## src/rtl/fetch_prefetch_unit_if.sv

```systemverilog
// Fetch unit bus bundle: instruction-memory request channel and decode-side FIFO head.
interface fetch_prefetch_unit_if #(
  parameter int unsigned XLEN = 32,
  parameter int unsigned ILEN = 32
);

  // Instruction memory side
  logic [XLEN-1:0] mem_addr_out;
  logic            mem_read_out;
  logic [ILEN-1:0] mem_data_in;
  logic            mem_valid_in;

  // Decode side
  logic            ins_valid_out;
  logic [ILEN-1:0] ins_data_out;
  logic [XLEN-1:0] ins_pc_out;
  logic            ins_ready_in;

  // Fetch unit view
  modport master (
    output mem_addr_out,
    output mem_read_out,
    input  mem_data_in,
    input  mem_valid_in,
    output ins_valid_out,
    output ins_data_out,
    output ins_pc_out,
    input  ins_ready_in
  );

  // Memory / decode environment view
  modport slave (
    input  mem_addr_out,
    input  mem_read_out,
    output mem_data_in,
    output mem_valid_in,
    input  ins_valid_out,
    input  ins_data_out,
    input  ins_pc_out,
    output ins_ready_in
  );

endinterface

```

## src/rtl/fetch_prefetch_unit.sv

```systemverilog
// Sequential instruction fetch with a single outstanding memory request,
// a first-word fall-through prefetch FIFO toward decode, halt and redirect.
module fetch_prefetch_unit #(
  parameter int unsigned     XLEN     = 32,
  parameter int unsigned     ILEN     = 32,
  parameter int unsigned     DEPTH    = 4,
  parameter logic [XLEN-1:0] RESET_PC = '0,
  parameter int unsigned     PC_STEP  = 4
) (
  input  logic                       clock_in,
  input  logic                       reset_in,
  input  logic                       halt_in,
  input  logic                       redirect_valid_in,
  input  logic [XLEN-1:0]            redirect_addr_in,
  fetch_prefetch_unit_if.master      bus,
  output logic [$clog2(DEPTH+1)-1:0] fifo_count_out,
  output logic [1:0]                 state_out
);

  localparam int unsigned CNT_W = $clog2(DEPTH + 1);
  localparam int unsigned PTR_W = $clog2(DEPTH);
  localparam logic [CNT_W-1:0] DEPTH_C = CNT_W'(DEPTH);
  localparam logic [XLEN-1:0]  STEP_C  = XLEN'(PC_STEP);
  localparam logic [XLEN-1:0]  ALIGN_MASK = ~XLEN'(3);

  typedef enum logic [1:0] {
    ST_IDLE    = 2'd0,
    ST_FETCH   = 2'd1,
    ST_HALTED  = 2'd2,
    ST_DISCARD = 2'd3
  } state_t;

  typedef struct packed {
    logic [ILEN-1:0] data;
    logic [XLEN-1:0] pc;
  } entry_t;

  state_t          state;
  logic [XLEN-1:0] fetch_pc;
  logic [PTR_W-1:0] rd_ptr;
  logic [PTR_W-1:0] wr_ptr;
  logic [CNT_W-1:0] count;
  entry_t          fifo_q [DEPTH];

  logic             mem_read_c;
  logic             complete_c;
  logic             push_c;
  logic             pop_c;
  logic             fifo_nonempty_c;
  logic [CNT_W-1:0] count_next_c;

  // Handshake decode: a request is live in FETCH and DISCARD; only FETCH keeps data
  always_comb begin
    mem_read_c      = (state == ST_FETCH) || (state == ST_DISCARD);
    complete_c      = mem_read_c && bus.mem_valid_in;
    fifo_nonempty_c = (count != '0);
    pop_c           = fifo_nonempty_c && bus.ins_ready_in;
    push_c          = complete_c && (state == ST_FETCH) && !redirect_valid_in;
    count_next_c    = count + CNT_W'(push_c) - CNT_W'(pop_c);
  end

  // Control state: FSM, fetch PC, FIFO pointers and occupancy; redirect overrides all
  always_ff @(posedge clock_in) begin
    if (reset_in) begin
      state    <= ST_IDLE;
      fetch_pc <= RESET_PC;
      rd_ptr   <= '0;
      wr_ptr   <= '0;
      count    <= '0;
    end else if (redirect_valid_in) begin
      rd_ptr   <= '0;
      wr_ptr   <= '0;
      count    <= '0;
      fetch_pc <= redirect_addr_in & ALIGN_MASK;
      // A request still in flight must be drained before a new one can issue
      state    <= (mem_read_c && !bus.mem_valid_in) ? ST_DISCARD : ST_IDLE;
    end else begin
      if (push_c) begin
        wr_ptr   <= wr_ptr + PTR_W'(1);
        fetch_pc <= fetch_pc + STEP_C;
      end
      if (pop_c) begin
        rd_ptr <= rd_ptr + PTR_W'(1);
      end
      count <= count_next_c;

      case (state)
        ST_IDLE: begin
          if (halt_in) begin
            state <= ST_HALTED;
          end else if (count < DEPTH_C) begin
            state <= ST_FETCH;
          end
        end
        ST_FETCH: begin
          // Halt waits for the outstanding request to complete
          if (complete_c) begin
            if (halt_in) begin
              state <= ST_HALTED;
            end else if (count_next_c < DEPTH_C) begin
              state <= ST_FETCH;
            end else begin
              state <= ST_IDLE;
            end
          end
        end
        ST_HALTED: begin
          if (!halt_in) begin
            state <= ST_IDLE;
          end
        end
        ST_DISCARD: begin
          if (complete_c) begin
            state <= ST_IDLE;
          end
        end
        default: state <= ST_IDLE;
      endcase
    end
  end

  // FIFO storage: word plus the PC it was fetched from
  always_ff @(posedge clock_in) begin
    if (!reset_in && push_c) begin
      fifo_q[wr_ptr] <= '{data: bus.mem_data_in, pc: fetch_pc};
    end
  end

  // Outputs are decoded straight from registered state; head reads as zero when empty
  always_comb begin
    bus.mem_read_out  = mem_read_c;
    bus.mem_addr_out  = fetch_pc;
    bus.ins_valid_out = fifo_nonempty_c;
    bus.ins_data_out  = '0;
    bus.ins_pc_out    = '0;
    if (fifo_nonempty_c) begin
      bus.ins_data_out = fifo_q[rd_ptr].data;
      bus.ins_pc_out   = fifo_q[rd_ptr].pc;
    end
    fifo_count_out = count;
    state_out      = state;
  end

endmodule

```

## src/flat_wrapper.sv

```systemverilog
// flat-port wrapper written by rule: the top's interface ports become plain ports
module fetch_prefetch_unit_flat 
#(
  parameter int unsigned     XLEN     = 32,
  parameter int unsigned     ILEN     = 32,
  parameter int unsigned     DEPTH    = 4,
  parameter logic [XLEN-1:0] RESET_PC = '0,
  parameter int unsigned     PC_STEP  = 4
)
  (clock_in, reset_in, halt_in, redirect_valid_in, redirect_addr_in, fifo_count_out, state_out, bus_mem_addr_out, bus_mem_read_out, bus_mem_data_in, bus_mem_valid_in, bus_ins_valid_out, bus_ins_data_out, bus_ins_pc_out, bus_ins_ready_in);
  fetch_prefetch_unit_if #(.XLEN(XLEN), .ILEN(ILEN)) bus_i ();
  input  logic clock_in;
  input  logic reset_in;
  input  logic halt_in;
  input  logic redirect_valid_in;
  input  logic [XLEN-1:0] redirect_addr_in;
  output logic [$clog2(DEPTH+1)-1:0] fifo_count_out;
  output logic [1:0] state_out;
  output wire logic [$bits(bus_i.mem_addr_out)-1:0] bus_mem_addr_out;
  output wire logic [$bits(bus_i.mem_read_out)-1:0] bus_mem_read_out;
  input wire logic [$bits(bus_i.mem_data_in)-1:0] bus_mem_data_in;
  input wire logic [$bits(bus_i.mem_valid_in)-1:0] bus_mem_valid_in;
  output wire logic [$bits(bus_i.ins_valid_out)-1:0] bus_ins_valid_out;
  output wire logic [$bits(bus_i.ins_data_out)-1:0] bus_ins_data_out;
  output wire logic [$bits(bus_i.ins_pc_out)-1:0] bus_ins_pc_out;
  input wire logic [$bits(bus_i.ins_ready_in)-1:0] bus_ins_ready_in;
  assign bus_mem_addr_out = bus_i.mem_addr_out;
  assign bus_mem_read_out = bus_i.mem_read_out;
  assign bus_i.mem_data_in = bus_mem_data_in;
  assign bus_i.mem_valid_in = bus_mem_valid_in;
  assign bus_ins_valid_out = bus_i.ins_valid_out;
  assign bus_ins_data_out = bus_i.ins_data_out;
  assign bus_ins_pc_out = bus_i.ins_pc_out;
  assign bus_i.ins_ready_in = bus_ins_ready_in;
  fetch_prefetch_unit #(.XLEN(XLEN), .ILEN(ILEN), .DEPTH(DEPTH), .RESET_PC(RESET_PC), .PC_STEP(PC_STEP)) u_core (.clock_in(clock_in), .reset_in(reset_in), .halt_in(halt_in), .redirect_valid_in(redirect_valid_in), .redirect_addr_in(redirect_addr_in), .bus(bus_i), .fifo_count_out(fifo_count_out), .state_out(state_out));
endmodule
```

## config.mk

```make
export PLATFORM = sky130hd
export DESIGN_NAME = fetch_prefetch_unit_flat
export DESIGN_NICKNAME = d
export VERILOG_FILES = /design/src/rtl/fetch_prefetch_unit_if.sv /design/src/rtl/fetch_prefetch_unit.sv /design/src/flat_wrapper.sv
export SDC_FILE = /design/constraint.sdc
export NUM_CORES = 1
export LEC_CHECK = 0
export BUFFER_PORTS_ARGS = -buffer_cell sky130_fd_sc_hd__buf_2
export CAP_MARGIN = 20
export CELL_PAD_IN_SITES_DETAIL_PLACEMENT = 0
export CELL_PAD_IN_SITES_GLOBAL_PLACEMENT = 1
export CORE_MARGIN = 2
export CORE_UTILIZATION = 43
export CTS_BUF_LIST = sky130_fd_sc_hd__clkbuf_4 sky130_fd_sc_hd__clkbuf_8 sky130_fd_sc_hd__clkbuf_16
export DETAILED_ROUTE_END_ITERATION = 6
export PLACE_DENSITY = 0.76
export SLEW_MARGIN = 30
export SYNTH_ARGS = -nofsm -noshare
export SYNTH_HDL_FRONTEND = slang
export SYNTH_SLANG_ARGS = --single-unit
```

## constraint.sdc

```tcl
create_clock -name clock_in -period 3.4 [get_ports clock_in]
set_input_delay 0.68 -clock clock_in [delete_from_list [all_inputs] [get_ports clock_in]]
set_output_delay 0.68 -clock clock_in [all_outputs]
set_load 0.01 [all_outputs]
```

==> impl_metrics.py <==
metrics = {
    "run_status": {
        "status": "completed",
    },
    "timing": {
        "setup_tns_ps": 0,
        "final-max-slew-violation-count": 0,
        "max_freq_ghz": 0.3413,
        "finalHoldViolCount": 0,
        "rsz0062_at_grt": "false",
        "period_needed_ps": 2930,
        "setup_viol": 0,
        "slew_headroom_pct": 53.66,
        "worstMarginPinSlew_ps": 692.5,
        "holdWs_ps": 356.1,
        "period_share_pct": 86.17,
        "fin_skew_ps": 19.35,
    },
    "job": {
        "drv_cap": 0,
    },
    "setup_path": {
        "worstSetupEndpointType": "output pin",
        "worstPathMaxFanout": 31,
        "start_kind": "flip-flop",
        "critPathSlowestCell": "mux4_2",
        "crit_chain": "buf_12 -> mux4_2 -> and2_1 -> buf_2",
        "cpPeakStageDelay_ps": 550,
        "path_class": "reg2out",
        "cp.required_ps": 2720,
        "crit_arrival_ps": 2250,
    },
    "floorplanning": {
        "die-area_sq_um": 28750,
        "start_util_pct": 43.74,
        "core_area_sq_um": 26950,
        "die_w_microns": 169.6,
        "ioPinCount": 173,
        "row_count": 60,
        "die_h_microns": 169.6,
    },
    "clock_tree": {
        "cts_resized": 0,
        "h-tree-depth": 1,
        "clkTransAtPathRegs_ps": 60,
        "cts.hold.buffers_added": 0,
        "root_buffer": "clkbuf_16",
        "ctsLongestPathBuffers": 3,
        "clock_sinks": 289,
        "post-cts-setup-buffers": 0,
        "clock_latency_ps": 550,
        "cts_buffers": 30,
        "cts_tree": "done",
    },
    "logic_synthesis": {
        "synth_area_per_cell_sq_um": 16.67,
        "ys.warnings.count": 0,
        "syn_area_sq_um": 11790,
        "synth_seq_cells": 289,
        "synth_cell_types": 50,
        "postSynth.asyncResetShare_pct": 0,
        "ys_seq_area_share_pct": 70.14,
        "synth-edff-count": 248,
        "ys.flop_type": "edfxtp_1",
        "netlist_instances": 707,
    },
    "final_layout": {
        "n_fill_cell": 2255,
        "areaGrowthSynthToFinish_pct": 19.98,
        "drive_above_1_share_pct": 34.48,
        "layout_common_cells": "248 x edfxtp_1, 166 x buf_2, 69 x and2_1",
        "final_area_sq_um": 14140,
        "register_area_sq_um": 8275,
        "diodes": 0,
        "layout_commonest_cell": "edfxtp_1",
        "final_core_util_pct": 52.47,
        "layout.nets": 957,
        "multi_input_area_sq_um": 3291,
    },
    "global_route": {
        "track_usage_pct": 17.53,
        "antenna_found_initial": 0,
        "grt_pass1_vias": 6654,
        "overflow": 0,
        "grt_pass1_wl_microns": 38630,
        "grt_max_degree": 65,
    },
    "route": {
        "drt_iter0_drc": 423,
        "antenna_left": 0,
        "avgViaCountPerCell": 5.402,
        "wl_per_cell_microns": 20.35,
        "wl_microns": 25290,
        "drc": 0,
        "firstDrtPassIters": 5,
        "dr_total_vias": 6715,
    },
    "place": {
        "gp_congestion": 0.8147,
        "dpl.hpwl_microns": 15430,
        "place_area_sq_um": 13100,
        "port_buffers": 166,
    },
    "hold_path": {
        "hold_path_class": "in2reg",
    },
    "power": {
        "peakVddDrop_mv": 0.3164,
        "p_leak_nw": 4.968,
        "powerDensity_nw_per_um2": 535.4,
    },
}
[worst paths after layout]
| path | from | to | slack, ps | depth (start not counted) |
|---|---|---|---|---|
| setup / recovery | flip-flop | bus_ins_data_out[17] | 470 | 4 |
| hold / removal | bus_mem_data_in[0] | u_core.fifo_q[0][32]$_DFFE_PP_ | 360 | 1 |
| setup reg to reg | u_core.fifo_count_out[1]$_SDFF_PP0_ | u_core.state_out[0]$_SDFFE_PP0P_ | 930 | 9 |
| hold reg to reg | u_core.wr_ptr[1]$_SDFFE_PP0N_ | u_core.wr_ptr[1]$_SDFFE_PP0N_ | 510 | 2 |
[final cells by class]
class / instances / share of cell area (%)
clock inverter: 16 / 1.186
multi-input combinational: 358 / 23.27
sequential: 289 / 58.52
inverter: 17 / 0.4512
timing repair buffer: 183 / 7.396
tap: 341 / 3.017
clock buffer: 39 / 6.167
[per-layer routing]
metal / GRT usage (%) / share of wire (%)
met1: 24.09 / 44
met2: 29.03 / 48
met3: 3.708 / 6.6
met4: 3.828 / 1.9
met5: 0 / 0
[flip-flops by register name (all words and copies together) (netlist names), named ones only]
register,cells
u_core.rd_ptr,2
u_core.fifo_count_out,3
u_core.fifo_q,248
u_core.wr_ptr,2
u_core.bus.mem_addr_out,30
u_core.state_out,2
[Yosys cell counts (all sizes together), types with 6 or more instances]
master	number	area, sq um
edfxtp	248	7447
and2	69	431.7
mux4	62	1396
dfxtp	41	820.8
clkbuf	32	120.1
nor2	31	116.4
nand2	28	105.1
inv	16	60.06
buf	14	77.58
o21ai	14	70.07
nand3	13	65.06
or4	13	101.4
nand4	11	75.07
a311oi	9	78.83
or3	9	56.30
a21oi	8	40.04
a211oi	7	52.55
ha	7	87.58
nor4	7	43.79
o211ai	7	52.55
xnor2	7	61.31
xor2	6	52.55
[cells by family after synthesis]
| group | after synthesis | synth area share (%) |
|---|---|---|
| multiplexers | 62 | 11.85 |
| adder cells (fa/ha/maj) | 8 | 0.9128 |
| buffers and inverters | 63 | 2.219 |
| AND/OR/NAND/NOR | 205 | 9.924 |
| AO/OA/AOI/OAI | 66 | 3.959 |
| XOR/XNOR | 13 | 0.9659 |
| other | 1 | 0.03181 |
| flip-flops | 289 | 70.14 |
[worst max-delay path: cells and delay by family, from the launching register on]
kind / cells / cell delay (ps)
multiplexers: 1 / 550
flip-flops: 1 / 500
buffers and inverters: 2 / 440
AND/OR/NAND/NOR: 1 / 190
[power by group]
part	leakage (nW)	switching, mW	internal [mW]	total, mW
combinational	1.86	0.154	0.114	0.269
sequential	2.60	0.0746	3.88	3.96
clock	0.510	1.32	2.03	3.35
[metrics by stage]
| stage | worst slack [ps] | instances | power (mW) |
|---|---|---|---|
| 2_1_floorplan | 135.9 | 710 | 4.142 |
| 3_3_place_gp | 780.5 | 1188 | 4.297 |
| 3_5_place_dp | 735.7 | 1188 | 4.302 |
| 4_1_cts | 411.2 | 1243 | 7.650 |
| 5_1_grt | 344.2 | 1243 | 7.823 |
| 6_report | 470.1 | 1243 | 7.572 |
No activity file was read; power rests on OpenSTA's default activity.
